### config.mk
export PLATFORM = sky130hd
export DESIGN_NAME = uart_msg_streamer
export DESIGN_NICKNAME = d
export VERILOG_FILES = /design/src/rtl/uart_pkg.sv /design/src/rtl/uart_bit_timer.sv /design/src/rtl/uart_msg_streamer.sv
export SDC_FILE = /design/constraint.sdc
export NUM_CORES = 1
export LEC_CHECK = 0
export BUFFER_PORTS_ARGS = -buffer_cell sky130_fd_sc_hd__buf_2
export CORE_ASPECT_RATIO = 0.7
export CORE_MARGIN = 1
export CORE_UTILIZATION = 35
export DETAILED_ROUTE_END_ITERATION = 16
export PLACE_DENSITY_LB_ADDON = 0.08
export SLEW_MARGIN = 10
export SYNTH_ARGS = -nofsm -noshare
export SYNTH_HDL_FRONTEND = slang
export SYNTH_SLANG_ARGS = --single-unit
### constraint.sdc
create_clock -name clk -period 3.7 [get_ports clk]
set_input_delay 0.37 -clock clk [delete_from_list [all_inputs] [get_ports clk]]
set_output_delay 0.37 -clock clk [all_outputs]
set_load 0.03 [all_outputs]
### src/rtl/uart_pkg.sv
// ---------------------------------------------------------------------------
// uart_pkg
// Shared definitions for the UART message streamer and its bit timer:
//   - uart_state_t          : streamer FSM state encoding
//   - data_bits             : payload bits per character
//   - bits_per_frame        : start + data + one stop bit
//   - calc_clocks_per_bit() : core clocks per serial bit
// ---------------------------------------------------------------------------
package uart_pkg;

    typedef enum logic [2:0] {
        IDLE  = 3'd0,
        FETCH = 3'd1,
        WAIT  = 3'd2,
        CHECK = 3'd3,
        START = 3'd4,
        DATA  = 3'd5,
        STOP  = 3'd6
    } uart_state_t;

    localparam int data_bits      = 8;
    localparam int bits_per_frame = 1 + data_bits + 1;

    // Integer division: any remainder shows up as baud error, not drift
    // accumulation, because every bit is timed independently from the same count.
    function automatic int calc_clocks_per_bit(input int clock_rate, input int baud_rate);
        return clock_rate / baud_rate;
    endfunction

endpackage

### src/rtl/uart_bit_timer.sv
// ---------------------------------------------------------------------------
// uart_bit_timer
// Free-running baud tick generator. tick is high for the last clock of each
// clocks_per_bit period; restart forces the period to begin again on the
// next clock so a bit boundary can be aligned to an arbitrary event.
// Ports:
//   clk     in  core clock
//   reset   in  synchronous active-high reset
//   restart in  synchronous restart of the current bit period
//   tick    out registered, high during the final clock of each bit period
// clocks_per_bit must be >= 4.
// ---------------------------------------------------------------------------
module uart_bit_timer #(
    parameter int clocks_per_bit = 4
) (
    input  logic clk,
    input  logic reset,
    input  logic restart,
    output logic tick
);

    localparam int cnt_w = $clog2(clocks_per_bit);
    localparam logic [cnt_w-1:0] last_cnt     = cnt_w'(clocks_per_bit - 1);
    localparam logic [cnt_w-1:0] pre_last_cnt = cnt_w'(clocks_per_bit - 2);

    logic [cnt_w-1:0] count_r;
    logic             tick_r;

    // Bit-period counter; tick is registered one clock ahead so it lines up
    // with the terminal count without a combinational compare on the output.
    always_ff @(posedge clk) begin
        if (reset || restart) begin
            count_r <= '0;
            tick_r  <= 1'b0;
        end else begin
            if (count_r == last_cnt) begin
                count_r <= '0;
            end else begin
                count_r <= count_r + cnt_w'(1);
            end
            tick_r <= (count_r == pre_last_cnt);
        end
    end

    assign tick = tick_r;

endmodule

### src/rtl/uart_msg_streamer.sv
// ---------------------------------------------------------------------------
// uart_msg_streamer
// Streams msg_len bytes from a synchronous-read block RAM out of an 8N1/8N2
// UART transmitter. Optional repeat (loop back to address 0) and
// zero-terminator (0x00 ends the message, not transmitted). cts gates only
// the launch of each byte; a frame in flight always completes.
// Ports:
//   clk         in   core clock
//   reset       in   synchronous active-high reset
//   start       in   one-cycle pulse, accepted only in IDLE
//   cts         in   clear-to-send, checked before each byte launch
//   raddr       out  RAM read address (registered)
//   rdata       in   RAM read data, valid one clock after raddr
//   ser_tx      out  serial line, idle high (registered)
//   busy        out  high from start acceptance until the message ends
//   done        out  one-cycle pulse at end of message
//   byte_strobe out  one-cycle pulse coincident with the first start-bit clock
// ---------------------------------------------------------------------------
module uart_msg_streamer
    import uart_pkg::*;
#(
    parameter int clock_rate   = 24000000,
    parameter int baud_rate    = 115200,
    parameter int addr_width   = 8,
    parameter int msg_len      = 256,
    parameter int stop_bits    = 1,
    parameter int repeat_mode  = 0,
    parameter int stop_on_zero = 0
) (
    input  logic                  clk,
    input  logic                  reset,
    input  logic                  start,
    input  logic                  cts,
    output logic [addr_width-1:0] raddr,
    input  logic [7:0]            rdata,
    output logic                  ser_tx,
    output logic                  busy,
    output logic                  done,
    output logic                  byte_strobe
);

    localparam int clocks_per_bit = calc_clocks_per_bit(clock_rate, baud_rate);
    // One extra index bit so msg_len == 2**addr_width is representable.
    localparam int idx_w = addr_width + 1;
    localparam logic [idx_w-1:0] last_index = idx_w'(msg_len - 1);

    // Bit slots within a frame: 0 = start, 1..data_bits = data, then stop slots.
    localparam logic [3:0] last_data_slot = 4'(data_bits);
    localparam logic [3:0] last_slot      = 4'(bits_per_frame - 2 + stop_bits);

    uart_state_t      state_r,  state_s;
    logic [idx_w-1:0] index_r,  index_s;
    logic             busy_r,   busy_s;
    logic             done_r,   done_s;
    logic             strobe_r, strobe_s;
    logic             ser_tx_r, ser_tx_s;
    logic [7:0]       shift_r,  shift_s;
    logic [3:0]       slot_r,   slot_s;
    logic             restart_s;
    logic             tick_s;

    uart_bit_timer #(
        .clocks_per_bit (clocks_per_bit)
    ) u_bit_timer (
        .clk     (clk),
        .reset   (reset),
        .restart (restart_s),
        .tick    (tick_s)
    );

    // State and datapath registers; reset truncates any frame with the line idle.
    always_ff @(posedge clk) begin
        if (reset) begin
            state_r  <= IDLE;
            index_r  <= '0;
            busy_r   <= 1'b0;
            done_r   <= 1'b0;
            strobe_r <= 1'b0;
            ser_tx_r <= 1'b1;
            shift_r  <= 8'h00;
            slot_r   <= 4'd0;
        end else begin
            state_r  <= state_s;
            index_r  <= index_s;
            busy_r   <= busy_s;
            done_r   <= done_s;
            strobe_r <= strobe_s;
            ser_tx_r <= ser_tx_s;
            shift_r  <= shift_s;
            slot_r   <= slot_s;
        end
    end

    // Next-state and next-output logic for the streamer FSM.
    always_comb begin
        state_s   = state_r;
        index_s   = index_r;
        busy_s    = busy_r;
        done_s    = 1'b0;
        strobe_s  = 1'b0;
        shift_s   = shift_r;
        slot_s    = slot_r;
        restart_s = 1'b0;

        case (state_r)
            IDLE: begin
                if (start) begin
                    state_s = FETCH;
                    busy_s  = 1'b1;
                    index_s = '0;
                end else begin
                    state_s = IDLE;
                end
            end

            FETCH: begin
                state_s = WAIT;
            end

            WAIT: begin
                shift_s = rdata;
                state_s = CHECK;
                // A terminator is flagged here so done lands in the CHECK cycle.
                if ((stop_on_zero != 0) && (rdata == 8'h00)) begin
                    done_s = 1'b1;
                    if (repeat_mode != 0) begin
                        busy_s = busy_r;
                    end else begin
                        busy_s = 1'b0;
                    end
                end else begin
                    done_s = 1'b0;
                end
            end

            CHECK: begin
                if ((stop_on_zero != 0) && (shift_r == 8'h00)) begin
                    if (repeat_mode != 0) begin
                        index_s = '0;
                        state_s = FETCH;
                    end else begin
                        state_s = IDLE;
                    end
                end else if (cts) begin
                    strobe_s  = 1'b1;
                    restart_s = 1'b1;
                    slot_s    = 4'd0;
                    state_s   = START;
                end else begin
                    state_s = CHECK;
                end
            end

            START: begin
                if (tick_s) begin
                    slot_s  = slot_r + 4'd1;
                    state_s = DATA;
                end else begin
                    state_s = START;
                end
            end

            DATA: begin
                if (tick_s) begin
                    slot_s = slot_r + 4'd1;
                    if (slot_r == last_data_slot) begin
                        state_s = STOP;
                    end else begin
                        shift_s = {1'b1, shift_r[7:1]};
                        state_s = DATA;
                    end
                end else begin
                    state_s = DATA;
                end
            end

            STOP: begin
                if (tick_s) begin
                    if (slot_r == last_slot) begin
                        if (index_r == last_index) begin
                            done_s = 1'b1;
                            if (repeat_mode != 0) begin
                                index_s = '0;
                                state_s = FETCH;
                            end else begin
                                busy_s  = 1'b0;
                                state_s = IDLE;
                            end
                        end else begin
                            index_s = index_r + idx_w'(1);
                            state_s = FETCH;
                        end
                    end else begin
                        slot_s  = slot_r + 4'd1;
                        state_s = STOP;
                    end
                end else begin
                    state_s = STOP;
                end
            end

            default: begin
                state_s = IDLE;
                busy_s  = 1'b0;
            end
        endcase
    end

    // Line level for the coming cycle, derived from the next state so ser_tx is a flop.
    always_comb begin
        ser_tx_s = 1'b1;
        case (state_s)
            START:   ser_tx_s = 1'b0;
            DATA:    ser_tx_s = shift_s[0];
            default: ser_tx_s = 1'b1;
        endcase
    end

    assign raddr       = index_r[addr_width-1:0];
    assign ser_tx      = ser_tx_r;
    assign busy        = busy_r;
    assign done        = done_r;
    assign byte_strobe = strobe_r;

endmodule

# After elaboration in Yosys (flattened, before gate mapping)
# Index checks and enable logic that the tools add are counted.
# totals
out_inout_bits	12
mem_bits_rw	0
rom_bits	0
latchBits	0
word_cells	85
inputBits	12
memories	0
regBits	37
# classes
div_mod_pow	0
addsub	3
mux	31
n_reduce_logical	13
n_eq_ne	23
bitwise	4
shift	0
n_mul	0
order_cmp	0
# op_table
op	n
2-to-1 mux 9 bit	4
one-hot mux 3 bit (7 select lines)	1
one-hot mux 9 bit (2 select lines)	1
equality test 8 bit (second input constant)	2
2-to-1 mux 4 bit	4
2-to-1 mux 8 bit	2
one-hot mux 8 bit (2 select lines)	1
equality test 3 bit (second input constant)	5
AND reduction 5 bit	3
!= test 2 bit (second input constant)	7
2-to-1 mux 3 bit	4
one-hot mux 4 bit (3 select lines)	1
2-to-1 mux 1 bit	10
adder 9 x 1 -> 9 bit (second input constant)	1
equality test 9 x 8 -> 1 bit (second input constant)	1
adder 8 x 1 -> 8 bit (second input constant)	1
equality test 4 bit (second input constant)	2
equality test 3 x 2 -> 1 bit (second input constant)	2
!= test 2 x 1 -> 1 bit (second input constant)	3
OR reduction 5 bit	1
adder 4 x 1 -> 4 bit (second input constant)	1
inverter 1 bit	4
nonzero test 2 bit	2
OR reduction 2 bit	2
9 further kinds	9

# Logic depth before layout (Yosys ltp)
# Gate-level depths: netlist (run 1).
# logic_depth
depth_word	7
mapped_depth	8
depth_no_buf	7

# Cells and area by module
# From an unflattened synthesis (run 1), not the netlist that was laid out.
# hier_totals
cells_unflattened	223
area_unflattened_um2	1901.8
# by_module_without_submodules
mod	cells_per_inst	area_each_um2	seq_area_each_um2	instances
uart_msg_streamer	177	1487.7	560.5	1
uart_bit_timer	46	414.1	180.2	1

# Worst setup path after synthesis (run 1)
# OpenSTA, ideal clock, no wires.
# synth_path
path_kind	register to register
from	reg index_r[0]
to	reg index_r[7]
setup_slack_ns	1.877
period_less_slack_ns	1.823
setup_ns	0.070
n_path_buf	1
t_arrival_ns	1.753
t_required_ns	3.630
stages_incl_launch_ff	9
cell_sequence	dfxtp_1 > ha_1 > and4_1 > ha_1 > inv_1 > a41oi_4 > buf_6 > or3_1 > a21oi_1
# synth_between
elab_chain_len	5
word_cells_on_any_way	8
classes_between	1 x add/sub; 2 x eq/ne; 4 x mux; 1 x reduce/logical
# synth_rtl
item	line_no	text
from (decl)	uart_msg_streamer.sv:52	logic [idx_w-1:0] index_r, index_s;
from (signal assigned)	uart_msg_streamer.sv:84	index_r <= index_s;
adder 9 x 1 -> 9 bit	uart_msg_streamer.sv:190	index_s = index_r + idx_w'(1);
2-to-1 mux 9 bit	uart_msg_streamer.sv:180	if (index_r == last_index) begin
2-to-1 mux 9 bit	uart_msg_streamer.sv:179	if (slot_r == last_slot) begin
2-to-1 mux 9 bit	uart_msg_streamer.sv:178	if (tick_s) begin
one-hot mux 9 bit (2 select lines)	uart_msg_streamer.sv:105	case (state_r)
# Parallel ways exist; a longest one is shown, timed or not. The select of a mux whose other input is x is not followed.
# A chain may end at the register's enable or synchronous reset.

# Worst setup path in the final report (run 1)
# layout_path
from	reg index_r[0]
to	reg index_r[3]
# The elaborated chain is that of the path after synthesis.

==> results of run 1 <==
[kinds of logic (layout without fill, tap and decap cells)]
family / Yosys count / after routing / share of synthesized area
adders and majority gates: 7 / 7 / 0.0460
buffers and inverters: 29 / 40 / 0.0868
DFF: 37 / 37 / 0.389
xor gates and xnor gates: 6 / 6 / 0.0276
and+or+nand+nor: 85 / 85 / 0.243
AOI/OAI and AO/OA: 54 / 54 / 0.197
muxes: 2 / 2 / 0.0105
[state kept, by name, summed over array words and instances (netlist names)]
register	count
done	1
u_bit_timer.count_r	8
state_r	3
index_r	9
slot_r	4
u_bit_timer.tick	1
ser_tx	1
shift_r	8
byte_strobe	1
busy	1
[synth_stat cells, types with 4 or more instances]
library cell,instances,area share
dfxtp_1,37,0.39
nand2_1,20,0.039
a21oi_1,19,0.050
nor2_1,19,0.037
buf_4,10,0.039
inv_1,9,0.018
nand3_1,9,0.024
ha_1,7,0.046
a22oi_1,6,0.024
o21ai_0,6,0.016
or3_1,6,0.020
a31oi_1,5,0.016
clkbuf_1,5,0.0099
xor2_1,5,0.023
nand4_1,4,0.013
[stage by stage]
stage	instances	worst slack (ps)
after global routing	303	1360
after floorplan	220	1880
after CTS	303	1600
after detailed placement	295	1630
final	303	1590
after global placement	295	1680
[area by class of cell]
cell class | instances | area (um^2) | share of cell area
Timing Repair Buffer | 23 | 115 | 0.0549
Tap cell | 72 | 90.1 | 0.0430
Clock inverter | 2 | 37.5 | 0.0179
Inverter | 9 | 33.8 | 0.0161
Multi-Input combinational cell | 154 | 997 | 0.476
Clock buffer | 6 | 82.6 | 0.0394
Sequential cell | 37 | 741 | 0.353
[routing by layer]
layer,wire length (um),vias up,GRT usage
li1,-,799,-
met1,2200,687,0.230
met2,1470,29,0.192
met3,163,7,0.0411
met4,48,0,0.0605
met5,0,-,0
[report_power, final]
part / switching, mW / leakage [nW] / internal, mW
logic: 0.0658 / 0.424 / 0.0429
registers: 0.0307 / 0.300 / 0.417
clock network: 0.150 / 0.0574 / 0.219
[worst max-delay path, delay by kind of cell, from the launching register on]
kind	cells	cell delay [ps]
AND/OR/NAND/NOR	2	750
AO/OA/AOI/OAI	2	360
buffers and inverters	1	110
adder cells (fa/ha/maj)	2	460
flip-flops	1	360
[worst paths after layout]
| check | start | to | slack [ps] |
|---|---|---|---|
| worst max-delay path | index_r[0] | index_r[3] | 1590 |
| worst min register to register | shift_r[3] | shift_r[3] | 460 |
| worst min-delay path | rdata[7] | shift_r[7] | 320 |
| worst max register to register | index_r[0] | index_r[3] | 1590 |
==> impl_metrics.ini, run 1 <==
[timing]
worst_pin_slew_ps = 719
fin_skew_ps = 12.1
max_slew_margin = 0.515
clock.fmax_mhz = 474
drv_slew = 0
rsz0062_at_grt = no
setup_viol = 0
finalCritPeriodShare = 0.570
fin_tns_setup_ps = 0
hold_viol_final = 0
whs_ps = 320
period_needed_ps = 2110

[detailed_routing]
drt_iter0_drc = 38
drc_errors = 0
via_count = 1522
wirelength_um = 3880
antenna_left = 0
vias_per_cell = 5.02
wl_per_cell_um = 12.8
drtPass1Iterations = 4

[yosys]
ys_async_sr_fraction = 0
synth_edf_count = 0
syn_area_per_cell_um2 = 8.65
synth_fp_nets = 239
syn_area_um2 = 1900
seq_area_frac_synth = 0.389
synthFlopType = dfxtp_1
ys_ff_latch = 37
synth.distinct_cells = 48
yosys_warnings = 0
synth_cells = 220

[place]
dpl.hpwl_um = 2720
placed_area_um2 = 1980
gp_congestion = 0.703
portBuffers = 23

[cells_and_area]
area_delta_synth_final_pct = 10.2
fillCellCount = 557
final_cell_area_um2 = 2100
layout.cells.most_common = dfxtp_1
antenna_cells = 0
drive_above_1_share = 0.152
final_util = 0.401
layout.cells.most_common_list = dfxtp_1 (37), buf_2 (23), nand2_1 (20)
final_nets = 249

[cts]
clockBufferDepth = 2
cts_buffers = 5
clock_latency_ps = 300
cts.repair.resized = 0
clk_pin_slew_ps = 80
cts_tree = built
hold_buffers = 0
post-cts-setup-buffer-count = 0
root_buffer = clkbuf_8
cts_max_level = 2
cts.sinks = 37

[job]
cap_violations = 0

[pwr]
power_density_nw_per_um2 = 441
leakagePower_nw = 0.781
vdd_drop_max_mv = 0.225
p_total_mw = 0.926

[grt]
gr-usage-all-layers = 0.150
grt_antenna_before_repair = 0
grt_max_degree = 22
grt_pass1_vias = 1356
grt_overflow = 0
grt_pass1_wl_um = 6750

[critical_path]
critPathKind = reg2reg
r2r.worst_path.cells = 7
critPathSlowestCell = or4_1
worstPathRequired_ps = 3940
critical_path_arrival_ps = 2350
cp_max_fo = 16
crit_path_end_kind = flip-flop
max_stage_delay_ps = 550
cp-start-kind = flip-flop
crit_top_cell = ha_1
cp_cell_sequence = ha_1 > and4_1 > ha_1 > inv_1 > a41oi_4 > or4_1 > a21oi_1

[hold_path]
worstHoldPathCells = 3
hold_class = in2reg

[floorplanning]
chipWidth_um = 90.1
ios = 24
rows = 22
core_area_um2 = 5230
start_util = 0.364
die_h_um = 63.7
dieArea_um2 = 5740

[status]
status = finished clean
(Power assumes the default switching activity.)
==> run 2: changes to the inputs <==
Clock period 3.7 ns to 2.05 ns, I/O delays scaled along.
==> impl_metrics.ini, run 2 (synthesized netlist as in run 1, its figures left out) <==
[detailed_routing]
drc_errors = 0
wl_per_cell_um = 12.4
vias_per_cell = 4.98
drtPass1Iterations = 4
antenna_left = 0
via_count = 1593
drt_iter0_drc = 63
wirelength_um = 3980

[critical_path]
r2r.worst_path.cells = 8
critical_path_buf_inv_count = 2
timing.rr.start = index_r[5]
worstPathRequired_ps = 2280
max_stage_delay_ps = 360
crit_top_cell = and4_1
cp-start-kind = flip-flop
critPathSlowestCell = or3_1
r2r_slack_ps = 130
cp_top_family = simple AND/OR/NAND/NOR gates
crit_path_end_kind = flip-flop
cp_max_fo = 8
critical_path_arrival_ps = 2150
cp_cell_sequence = and4_1 > and4_1 > ha_1 > inv_2 > a41oi_4 > buf_4 > or3_1 > a21oi_2
reg2reg_to = index_r[5]
critPathKind = reg2reg

[timing]
hold_viol_final = 0
max_slew_margin = 0.606
fin_skew_ps = 6.42
whs_ps = 165
rsz0062_at_grt = no
drv_slew = 0
fin_ws_ps = 128
setup_viol = 0
period_needed_ps = 1920
clock.fmax_mhz = 520
fin_tns_setup_ps = 0
finalCritPeriodShare = 0.937
worst_pin_slew_ps = 590

[pwr]
comb_power_share = 0.157
clkPwrFrac = 0.325
vdd_drop_max_mv = 0.235
p_seq_frac = 0.518
leakagePower_nw = 0.852
p_int_mw = 1.10
switching_share = 0.285
power_density_nw_per_um2 = 702
switchingPower_mw = 0.438

[cells_and_area]
layout.cells.most_common = dfxtp_1
largest_registers = index_r x9, shift_r x8, u_bit_timer.count_r x8
antenna_cells = 0
top_register = index_r
layout.cells.most_common_list = dfxtp_1 (37), buf_2 (23), nand2_1 (20)
largest_register_ffs = 9
area_delta_synth_final_pct = 15.0
fillCellCount = 559
final_nets = 266
drive_above_1_share = 0.206

[hold_path]
worstHoldStart = rdata[7]
min_to = shift_r[7]
hold_class = in2reg
worstHoldPathCells = 3

[cts]
clock_latency_ps = 290
clockBufferDepth = 2
root_buffer = clkbuf_8
clk_pin_slew_ps = 80
hold_buffers = 0
cts.sinks = 37
cts_tree = built
cts_buffers = 5
cts_max_level = 2

[floorplanning]
die_h_um = 63.7
start_util = 0.364
dieArea_um2 = 5740
ios = 24
rows = 22
chipWidth_um = 90.1
core_area_um2 = 5230

[grt]
grt_antenna_before_repair = 0
grt_pass1_wl_um = 6940
grt_max_degree = 19
grt_overflow = 0
gr-usage-all-layers = 0.152
grt_pass1_vias = 1472

[job]
cap_violations = 0

[status]
status = finished clean

[place]
dpl.hpwl_um = 2880
dp_worst_setup_slack_ps = 71.2
gp_congestion = 0.805
portBuffers = 23
run 2: cell count changes in the layout (fill, tap and decap cells not counted), sizes merged:
cell	change
buf	+17
bufinv	-1
clkbuf	+2
clkinvlp	-1
run 2: metal layers:
metal / routed length (um) / track usage / share of wire
met1: 2300 / 0.225 / 0.58
met2: 1450 / 0.206 / 0.36
met3: 181 / 0.0374 / 0.045
met4: 50 / 0.0605 / 0.013
met5: 0 / 0 / 0
run 2: power groups by stage:
stage / registers, mW / clock network (mW) / logic (mW)
after floorplan: 0.798 / 0 / 0.184
after global placement: 0.812 / 0 / 0.240
after detailed placement: 0.811 / 0 / 0.236
after CTS: 0.795 / 0.522 / 0.237
after global routing: 0.802 / 0.548 / 0.272
final: 0.795 / 0.500 / 0.241
run 2: area by class of cell:
cell class | count | area [um^2] | share of cell area
Clock buffer | 8 | 80.1 | 0.0366
Timing Repair Buffer | 40 | 243 | 0.111
Tap cell | 72 | 90.1 | 0.0412
Inverter | 9 | 33.8 | 0.0154
Sequential cell | 37 | 741 | 0.338
Multi-Input combinational cell | 154 | 1000 | 0.457
run 2: how the worst max path moves through the flow:
| stage | start | endpoint | slack, ps | depth (start not counted) |
|---|---|---|---|---|
| 6_report | index_r[5] | index_r[5] | 130 | 8 |
| 5_1_grt | index_r[5] | index_r[5] | 20 | 8 |
| 4_1_cts | index_r[5] | index_r[4] | 50 | 8 |
| 3_5_place_dp | index_r[5] | index_r[4] | 70 | 8 |
| 3_3_place_gp | index_r[5] | index_r[7] | 100 | 8 |
| 2_1_floorplan | index_r[0] | index_r[7] | 230 | 8 |
run 2: worst min-delay path, cell delays in order:
cell and delay, ps:
buf_2 80, a211oi_1 50, nor2_1 80
run 2: repair_timing:
item                       4_1_cts  5_1_grt
buffers inserted                 0        1
gates resized for setup          0        2
setup endpoints to repair        0        5
run 2: metrics by stage:
| step | utilization | area, um^2 | power, mW | cells |
|---|---|---|---|---|
| 2_1_floorplan | - | 1900 | 0.982 | 220 |
| 3_3_place_gp | 0.401 | 2100 | 1.05 | 311 |
| 3_5_place_dp | 0.401 | 2100 | 1.05 | 311 |
| 4_1_cts | 0.416 | 2180 | 1.55 | 319 |
| 5_1_grt | 0.418 | 2190 | 1.62 | 320 |
| 6_report | 0.418 | 2190 | 1.54 | 320 |
